**src/rtl/matrix_trans_pkg.sv**
```systemverilog
// Shared types and sizing helpers for the matrix frame source and transpose blocks.
package matrix_trans_pkg;

   typedef enum logic {IDLE = 1'b0, SEND = 1'b1} state_e;

   typedef enum logic {PAT_ASC = 1'b0, PAT_DESC = 1'b1} pat_e;

   // Counter width for an index range 0..n-1, never narrower than one bit.
   function automatic int unsigned cnt_width(input int unsigned n);
      if (n <= 32'd1) begin
         return 32'd1;
      end else begin
         return $clog2(n);
      end
   endfunction

endpackage

```
**src/rtl/matrix_idx_cnt.sv**
```systemverilog
// Row-major col/row index counter pair; col wraps at CLO-1 and carries into row.
module matrix_idx_cnt #(
   parameter int ROW = 64,
   parameter int CLO = 2400
) (
   input  logic                                             clk,
   input  logic                                             rst,
   input  logic                                             en,
   input  logic                                             clr,
   output logic [matrix_trans_pkg::cnt_width(CLO)-1:0]      col,
   output logic [matrix_trans_pkg::cnt_width(ROW)-1:0]      row,
   output logic                                             end_of_row,
   output logic                                             end_of_frame
);
   import matrix_trans_pkg::*;

   localparam int CW = cnt_width(CLO);
   localparam int RW = cnt_width(ROW);

   logic [CW-1:0] col_r, col_nxt_s;
   logic [RW-1:0] row_r, row_nxt_s;

   assign col          = col_r;
   assign row          = row_r;
   assign end_of_row   = (col_r == CW'(CLO - 1));
   assign end_of_frame = end_of_row && (row_r == RW'(ROW - 1));

   // Next index: clear dominates, otherwise advance on enable.
   always_comb begin
      col_nxt_s = col_r;
      row_nxt_s = row_r;
      if (clr) begin
         col_nxt_s = {CW{1'b0}};
         row_nxt_s = {RW{1'b0}};
      end else if (en) begin
         if (end_of_frame) begin
            col_nxt_s = {CW{1'b0}};
            row_nxt_s = {RW{1'b0}};
         end else if (end_of_row) begin
            col_nxt_s = {CW{1'b0}};
            row_nxt_s = row_r + RW'(1);
         end else begin
            col_nxt_s = col_r + CW'(1);
            row_nxt_s = row_r;
         end
      end else begin
         col_nxt_s = col_r;
         row_nxt_s = row_r;
      end
   end

   // Index registers with synchronous active-low reset.
   always_ff @(posedge clk) begin
      if (!rst) begin
         col_r <= {CW{1'b0}};
         row_r <= {RW{1'b0}};
      end else begin
         col_r <= col_nxt_s;
         row_r <= row_nxt_s;
      end
   end

endmodule

```
**src/rtl/matrix_frame_src.sv**
```systemverilog
// AXI-Stream source of ROW x CLO frames alternating ascending/descending column ramps,
// with full tready backpressure and registered outputs.
module matrix_frame_src #(
   parameter int DATA_WIDTH = 32,
   parameter int ROW        = 64,
   parameter int CLO        = 2400,
   parameter int FCNT_WIDTH = 16
) (
   input  logic                  clk,
   input  logic                  rst,
   input  logic                  start,
   input  logic [FCNT_WIDTH-1:0] frame_num,
   input  logic                  stop,
   output logic [DATA_WIDTH-1:0] m_axis_tdata,
   output logic                  m_axis_tvalid,
   input  logic                  m_axis_tready,
   output logic                  m_axis_tuser,
   output logic                  m_axis_tlast,
   output logic                  busy,
   output logic                  frame_done,
   output logic [FCNT_WIDTH-1:0] frame_cnt
);
   import matrix_trans_pkg::*;

   localparam int CW = cnt_width(CLO);
   localparam int RW = cnt_width(ROW);

   state_e                state_r, state_nxt_s;
   pat_e                  pattern_r, pattern_nxt_s;
   logic [FCNT_WIDTH-1:0] frames_left_r, frames_left_nxt_s, frame_cnt_nxt_s;
   logic                  stop_r, stop_nxt_s, stop_pend_s, more_s;
   logic                  hs_s, cnt_en_s, cnt_clr_s;
   logic [CW-1:0]         col_s, ncol_s;
   logic [RW-1:0]         row_s, nrow_s;
   logic                  eor_s, eof_s;
   logic [DATA_WIDTH-1:0] tdata_nxt_s;
   logic                  tvalid_nxt_s, tuser_nxt_s, tlast_nxt_s, done_nxt_s;

   function automatic logic [DATA_WIDTH-1:0] pix(input logic [CW-1:0] c, input pat_e p);
      logic [DATA_WIDTH-1:0] cx;
      cx = DATA_WIDTH'(c);
      case (p)
         PAT_DESC: pix = DATA_WIDTH'(CLO) - cx;
         PAT_ASC:  pix = cx;
         default:  pix = cx;
      endcase
   endfunction

   matrix_idx_cnt #(.ROW(ROW), .CLO(CLO)) u_idx (
      .clk          (clk),
      .rst          (rst),
      .en           (cnt_en_s),
      .clr          (cnt_clr_s),
      .col          (col_s),
      .row          (row_s),
      .end_of_row   (eor_s),
      .end_of_frame (eof_s)
   );

   assign hs_s        = m_axis_tvalid & m_axis_tready;
   assign stop_pend_s = stop_r | stop;
   // frames_left of zero while sending marks continuous mode; counted mode stops at one.
   assign more_s      = ((frames_left_r == {FCNT_WIDTH{1'b0}}) || (frames_left_r > FCNT_WIDTH'(1)))
                        && !stop_pend_s;
   assign ncol_s      = eor_s ? {CW{1'b0}} : col_s + CW'(1);
   assign nrow_s      = eor_s ? row_s + RW'(1) : row_s;

   // Next state and next registered output values; output registers load the beat
   // that will be presented after the current handshake.
   always_comb begin
      state_nxt_s       = state_r;
      pattern_nxt_s     = pattern_r;
      frames_left_nxt_s = frames_left_r;
      frame_cnt_nxt_s   = frame_cnt;
      stop_nxt_s        = stop_r;
      cnt_en_s          = 1'b0;
      cnt_clr_s         = 1'b0;
      tdata_nxt_s       = m_axis_tdata;
      tvalid_nxt_s      = m_axis_tvalid;
      tuser_nxt_s       = m_axis_tuser;
      tlast_nxt_s       = m_axis_tlast;
      done_nxt_s        = 1'b0;
      case (state_r)
         IDLE: begin
            if (start) begin
               state_nxt_s       = SEND;
               pattern_nxt_s     = PAT_ASC;
               frames_left_nxt_s = frame_num;
               frame_cnt_nxt_s   = {FCNT_WIDTH{1'b0}};
               stop_nxt_s        = 1'b0;
               cnt_clr_s         = 1'b1;
               tvalid_nxt_s      = 1'b1;
               tdata_nxt_s       = pix({CW{1'b0}}, PAT_ASC);
               tuser_nxt_s       = 1'b1;
               tlast_nxt_s       = (CLO == 1);
            end else begin
               stop_nxt_s        = 1'b0;
            end
         end
         SEND: begin
            if (hs_s) begin
               cnt_en_s = 1'b1;
               if (eof_s) begin
                  done_nxt_s      = 1'b1;
                  frame_cnt_nxt_s = frame_cnt + FCNT_WIDTH'(1);
                  stop_nxt_s      = 1'b0;
                  if (frames_left_r != {FCNT_WIDTH{1'b0}}) begin
                     frames_left_nxt_s = frames_left_r - FCNT_WIDTH'(1);
                  end else begin
                     frames_left_nxt_s = frames_left_r;
                  end
                  if (more_s) begin
                     pattern_nxt_s = (pattern_r == PAT_ASC) ? PAT_DESC : PAT_ASC;
                     tvalid_nxt_s  = 1'b1;
                     tdata_nxt_s   = pix({CW{1'b0}}, pattern_nxt_s);
                     tuser_nxt_s   = 1'b1;
                     tlast_nxt_s   = (CLO == 1);
                  end else begin
                     state_nxt_s   = IDLE;
                     tvalid_nxt_s  = 1'b0;
                     tdata_nxt_s   = {DATA_WIDTH{1'b0}};
                     tuser_nxt_s   = 1'b0;
                     tlast_nxt_s   = 1'b0;
                  end
               end else begin
                  stop_nxt_s  = stop_pend_s;
                  tdata_nxt_s = pix(ncol_s, pattern_r);
                  tuser_nxt_s = (ncol_s == {CW{1'b0}}) && (nrow_s == {RW{1'b0}});
                  tlast_nxt_s = (ncol_s == CW'(CLO - 1));
               end
            end else begin
               stop_nxt_s = stop_pend_s;
            end
         end
         default: begin
            state_nxt_s  = IDLE;
            tvalid_nxt_s = 1'b0;
         end
      endcase
   end

   // State, bookkeeping and output registers.
   always_ff @(posedge clk) begin
      if (!rst) begin
         state_r       <= IDLE;
         pattern_r     <= PAT_ASC;
         frames_left_r <= {FCNT_WIDTH{1'b0}};
         stop_r        <= 1'b0;
         m_axis_tdata  <= {DATA_WIDTH{1'b0}};
         m_axis_tvalid <= 1'b0;
         m_axis_tuser  <= 1'b0;
         m_axis_tlast  <= 1'b0;
         busy          <= 1'b0;
         frame_done    <= 1'b0;
         frame_cnt     <= {FCNT_WIDTH{1'b0}};
      end else begin
         state_r       <= state_nxt_s;
         pattern_r     <= pattern_nxt_s;
         frames_left_r <= frames_left_nxt_s;
         stop_r        <= stop_nxt_s;
         m_axis_tdata  <= tdata_nxt_s;
         m_axis_tvalid <= tvalid_nxt_s;
         m_axis_tuser  <= tuser_nxt_s;
         m_axis_tlast  <= tlast_nxt_s;
         busy          <= (state_nxt_s == SEND);
         frame_done    <= done_nxt_s;
         frame_cnt     <= frame_cnt_nxt_s;
      end
   end

endmodule
```
**config.mk**
```make
export PLATFORM = sky130hd
export DESIGN_NAME = matrix_frame_src
export DESIGN_NICKNAME = d
export VERILOG_FILES = /design/src/rtl/matrix_trans_pkg.sv /design/src/rtl/matrix_idx_cnt.sv /design/src/rtl/matrix_frame_src.sv
export SDC_FILE = /design/constraint.sdc
export NUM_CORES = 1
export LEC_CHECK = 0
export ABC_AREA = 1
export CAP_MARGIN = 30
export CELL_PAD_IN_SITES_DETAIL_PLACEMENT = 0
export CELL_PAD_IN_SITES_GLOBAL_PLACEMENT = 1
export CORE_ASPECT_RATIO = 1.25
export CORE_MARGIN = 2
export CORE_UTILIZATION = 34
export CTS_CLUSTER_SIZE = 8
export DETAILED_ROUTE_END_ITERATION = 12
export HOLD_SLACK_MARGIN = 0.06
export PLACE_DENSITY = 0.87
export RECOVER_POWER = 50
export SKIP_CTS_REPAIR_TIMING = 1
export SLEW_MARGIN = 20
export SYNTH_ARGS = -nofsm -noshare
export SYNTH_HDL_FRONTEND = slang
export SYNTH_SLANG_ARGS = --single-unit
```
**constraint.sdc**
```tcl
create_clock -name clk -period 2 [get_ports clk]
set_input_delay 0.2 -clock clk [delete_from_list [all_inputs] [get_ports clk]]
set_output_delay 0.2 -clock clk [all_outputs]
set_load 0.005 [all_outputs]
```
# --- After elaboration in Yosys (flattened, before gate mapping) ---
# Cells that the tools add are included.
# Widths: inputs -> output; s select.
totals:
  regBits: 89
  word_cells: 94
  out_inout_bits: 53
classes:
  muxes: 48
  order_cmp: 1
  reduce_logical: 15
  n_eq_ne: 8
  n_bitwise: 5
  n_addsub: 5
ops:
  columns: ["operator", "n"]
  rows:
  - ["$pmux 32 s2", 3]
  - ["$mux 32", 4]
  - ["$mux 16", 7]
  - ["$pmux 16 s2", 2]
  - ["$eq 12x12->1 const B", 2]
  - ["$mux 12", 2]
  - ["$mux 1", 22]
  - ["$add 16x1->16 const B", 1]
  - ["$gt 16x1->1 const B", 1]
  - ["$logic_not 16->1", 1]
  - ["$reduce_bool 16->1", 1]
  - ["$sub 16x1->16 const B", 1]
  - ["$sub 12x12->13 const A", 1]
  - ["$add 12x1->12 const B", 1]
  - ["$logic_not 12->1", 1]
  - ["$mux 6", 2]
  - ["$pmux 1 s2", 6]
  - ["$ne 2x1->1 const B", 4]
  - ["$reduce_and 4->1", 2]
  - ["$add 6x1->6 const B", 1]
  - ["$eq 6x6->1 const B", 1]
  - ["$logic_not 6->1", 1]
  - ["$reduce_and 3->1", 2]
  - ["$logic_and 1x1->1", 3]
  - ["8 further kinds", 10]

# --- Depth between registers and ports, before layout ---
logic_depth:
  ltp_word: 7
  ltp_mapped: 16
  mapped_depth_nobuf: 16

# --- Cells and area by module ---
# Synthesis repeated with hierarchy kept, for this count alone.
unflattened:
  cells_unflattened: 684
  area_unflattened_um2: 4483.0
by_module_without_submodules:
  columns: ["module", "area_each_um2", "cells_per_inst", "n_inst"]
  rows:
  - ["matrix_frame_src", 3512.1, 542, 1]
  - ["matrix_idx_cnt", 970.9, 142, 1]

# --- Worst setup path before layout ---
# Ideal clock, no wire load.
synth_path:
  kind: "reg2reg"
  from: "register u_idx.col_r[0] (netlist: u_idx.col[0])"
  to: "register frames_left_r[0]"
  arrival_time_ns: 1.882
  required_time_ns: 1.880
  path_buffers: 0
  stages_incl_launch_ff: 13
  slack_ns: -0.002
  cell_sequence: "dfxtp_1 -> ha_1 -> nand2_2 -> nor2_8 -> nand3_4 -> nor3_2 -> nand3_2 -> nand2_4 -> nand2_4 -> nor2_8 -> inv_1 -> o21ai_0 -> a21oi_1"
synth_via:
  elab_chain_cells: 4
synth_lines:
  columns: ["element", "line", "text"]
  rows:
  - ["start: declaration", "matrix_idx_cnt.sv:20", "logic [CW-1:0] col_r, col_nxt_s;"]
  - ["start signal: assignment", "matrix_idx_cnt.sv:55", "col_r <= {CW{1'b0}};"]
  - ["start signal: assignment", "matrix_idx_cnt.sv:58", "col_r <= col_nxt_s;"]
  - ["$eq 12x12->1", "matrix_idx_cnt.sv:25", "assign end_of_row = (col_r == CW'(CLO - 1));"]
  - ["$logic_and 1x1->1", "matrix_idx_cnt.sv:26", "assign end_of_frame = end_of_row && (row_r == RW'(ROW - 1));"]
  - ["$ne 2x1->1 (no line)", null, null]
  - ["$reduce_and 4->1 (no line)", null, null]
  - ["end signal: assignment", "matrix_frame_src.sv:147", "frames_left_r <= {FCNT_WIDTH{1'b0}};"]
  - ["end signal: assignment", "matrix_frame_src.sv:159", "frames_left_r <= frames_left_nxt_s;"]
  - ["end: declaration", "matrix_frame_src.sv:30", "logic [FCNT_WIDTH-1:0] frames_left_r, frames_left_nxt_s, frame_cnt_nxt_s;"]
# No other way between the ends.
# A chain may end at the register's enable or synchronous reset.

# --- Final worst setup path ---
layout_path:
  from: "register u_idx.col_r[0] (netlist: u_idx.col[0])"
  to: "register m_axis_tdata[3]"
layout_via:
  elab_chain_cells: 7
layout_lines:
  columns: ["element", "line", "text"]
  rows:
  - ["$add 12x1->12 / $eq 12x12->1 (equally long branches)", "matrix_frame_src.sv:65, matrix_idx_cnt.sv:25", null]
  - ["$mux 12", "matrix_frame_src.sv:65", "assign ncol_s = eor_s ? {CW{1'b0}} : col_s + CW'(1);"]
  - ["$sub 12x12->13", "matrix_frame_src.sv:43", "PAT_DESC: pix = DATA_WIDTH'(CLO) - cx;"]
  - ["$pmux 32 s2", "matrix_frame_src.sv:42", "case (p)"]
  - ["$mux 32 (*)", "matrix_frame_src.sv:103", "if (eof_s) begin"]
  - ["$mux 32 (*)", "matrix_frame_src.sv:101", "if (hs_s) begin"]
  - ["$pmux 32 s2 (*)", "matrix_frame_src.sv:83", "case (state_r)"]
  - ["end signal: assignment", "matrix_frame_src.sv:149", "m_axis_tdata <= {DATA_WIDTH{1'b0}};"]
  - ["end signal: assignment", "matrix_frame_src.sv:161", "m_axis_tdata <= tdata_nxt_s;"]
  - ["end: declaration", "matrix_frame_src.sv:14", "output logic [DATA_WIDTH-1:0] m_axis_tdata,"]
# Mark *: on every way between the ends. The rest lies on a longest branch, timed or not. The select of a mux whose other input is x is not followed.

==> results.json <==
{
  "synth-compound-area-share_pct": 18.3,
  "grt_pass1_wl_um": 20800,
  "critPathArrivalTime_ns": 2.26,
  "synth.area.top_cells": "dfxtp_1 33%, nand2_1 12%, o21ai_0 7.1%",
  "synthMuxAreaShare_pct": 0,
  "fin_crit_sh_pct": 103,
  "power.density_nw_per_um2": 581,
  "num_vias": 4655,
  "rows": 46,
  "htree_levels": 3,
  "worst_slack_ns": -0.0514,
  "num_io_pins": 74,
  "ff_latch_area_um2": 1410,
  "synth_top_family_by_area": "simple AND/OR/NAND/NOR gates",
  "cp.required_ns": 2.21,
  "drtAntennaViolNets": 0,
  "antenna_cells": 0,
  "num-fill-cells": 1242,
  "worstMarginPinSlew_ns": 0.528,
  "hold_path_depth": 3,
  "clock-root-buffer": "clkbuf_16",
  "design.die.area_um2": 13600,
  "place_hpwl_um": 9370,
  "nNetsFinal": 799,
  "place_congestion": 0.862,
  "synth_fa_ha_area_share_pct": 2.03,
  "synth_seq_cells": 70,
  "period_needed_ns": 2.05,
  "setup_violations": 10,
  "crit_type": "reg2reg",
  "synthXorXnorAreaFrac_pct": 2.44,
  "clock.fmax_mhz": 487,
  "cts.sinks": 70,
  "port_buffers": 73,
  "placed_cells": 915,
  "synth_cell_type_count": 41,
  "wirelength_um": 12900,
  "yosys.area_share.simple_pct": 32.6,
  "area_delta_synth_final_pct": 45.4,
  "synth.largest_area_cell": "dfxtp_1",
  "clk_path_buf_depth": 2,
  "fp.coreArea_um2": 12500,
  "layout_common_cells": "123 x nand2_1, 66 x buf_4, 64 x dfxtp_1",
  "netlist.area_leader.share_pct": 32.5,
  "clk_latency_ns": 0.34,
  "postSynthAreaPerCell_um2": 6.69,
  "cp_max_fo": 6,
  "finalHoldViolations": 0,
  "dieHeight_um": 130,
  "cp-end-kind": "flop",
  "worstHoldPathType": "in2reg",
  "grt_overflow": 0,
  "grt_max_degree": 33,
  "die_x_um": 105,
  "cap_violations": 0,
  "rsz0062_at_grt": "yes",
  "wl_per_cell_um": 13.7,
  "layout-drive-gt1-share_pct": 25.1,
  "antenna_found_initial": 0,
  "final_cells": 944,
  "total_leakage_power_nw": 2.65,
  "cts_tree": "done",
  "fin_worst_skew_ns": 0.00699,
  "dr.pass1.iters": 5,
  "syn_area_um2": 4310,
  "crit_path_start_kind": "flop",
  "cts_made_buffers": 9,
  "synth_cells": 644,
  "drtIter0Drc": 252,
  "outcome": "finished, violations left",
  "ys_seq_area_share_pct": 32.5,
  "yosys_warnings": 0,
  "fin_tns_setup_ns": -0.141,
  "drc": 0,
  "via_per_inst": 4.93,
  "multi_input_area_um2": 2680,
  "worstRegToRegCells": 14,
  "clk_pin_slew_ns": 0.06,
  "layout.cells.most_common": "nand2_1",
  "failed_checks": "negative setup slack",
  "grt_pass1_vias": 4402,
  "timing.final.max_slew_violations": 0,
  "synth_nets": 672,
  "initial_utilization_pct": 34.3,
  "ir_drop_mv": 0.377,
  "grt_use_total_pct": 18.9,
  "relSlewSlack_pct": 64.8
}
==> cell usage after synthesis, drive strengths merged <==
library cell  count
nand2           145
nor2             77
dfxtp            70
inv              69
o21ai            64
a21oi            60
nand3            52
buf              26
nor3             14
clkbuf           13
nand4            10
xor2              9
ha                7
a31oi             6
nor4              4
o221ai            3
xnor2             3
a21boi            2
a2bb2oi           2
or2               2
clkinv            1
nand3b            1
o211ai            1
o21bai            1
o22ai             1
o31ai             1
==> cell families after synthesis <==
logic type,Yosys count
DFF,70
buffers and inverters,109
adders and majority gates,7
xor gates and xnor gates,12
and+or+nand+nor,305
AOI/OAI and AO/OA,141
==> metal layers <==
layer  share of wire, %  GRT usage [%]  wire, µm
met2                 51           34.1      6550
met5                  0              0         0
met1                 43           22.2      5570
met3                3.8           2.75       492
met4                2.4           8.78       315
==> flip-flops by register name, summed over array words and instances, names as in the netlist, 6 cells and up <==
signal and count:
frames_left_r 16, u_idx.col 12, m_axis_tdata 13, frame_cnt 16, u_idx.row 6
==> critical path, cell delays in order, from the launching register on <==
cell and delay, ns:
dfxtp_4 0.36, ha_4 0.15, nand2_4 0.07, nor2_8 0.15
nand3_4 0.14, nor3_4 0.18, nand3_2 0.11, nand2_4 0.11
buf_4 0.11, buf_6 0.10, nor2_4 0.05, inv_2 0.08
a21oi_1 0.04, o21ai_1 0.14, a21oi_1 0.10
==> per-stage QoR <==
step / util [%] / worst slack (ns) / cell area [µm²] / hold WS [ns] / total power [W]
floorplan: - / 0.00878 / 4310 / 0.338 / 0.00187
CTS: 46.2 / -0.201 / 5790 / 0.429 / 0.00358
detailed placement: 44.0 / -0.181 / 5530 / 0.461 / 0.00210
finish: 49.9 / -0.0514 / 6260 / 0.436 / 0.00364
global route: 49.9 / -0.175 / 6260 / 0.483 / 0.00381
global placement: 44.0 / -0.164 / 5530 / 0.455 / 0.00208
==> worst paths after layout <==
kind / startpoint / endpoint / slack (ns)
worst min register to register: m_axis_tdata[10]$_SDFFE_PN0P_ / m_axis_tdata[10]$_SDFFE_PN0P_ / 0.46
worst max register to register: u_idx.col[0]$_SDFFE_PP0P_ / m_axis_tdata[3]$_SDFFE_PN0P_ / -0.05
worst max-delay path: u_idx.col[0]$_SDFFE_PP0P_ / m_axis_tdata[3]$_SDFFE_PN0P_ / -0.05
worst min-delay path: frame_num[6] / frames_left_r[6]$_SDFFE_PN0P_ / 0.44
==> final cells by class <==
class                           instances  area share, %
Tap cell                              168           3.36
Inverter                               70           4.45
Clock buffer                           12           3.93
Sequential cell                        70           22.5
Clock inverter                          4          0.359
Multi-Input combinational cell        465           42.7
Timing Repair Buffer                  155           22.6
==> power by group <==
part | internal [W] | switching [W]
clock | 0.000867 | 0.000621
combinational | 0.000285 | 0.000383
sequential | 0.00144 | 0.0000467
total | 0.00259 | 0.00105
(Power assumes the default switching activity.)
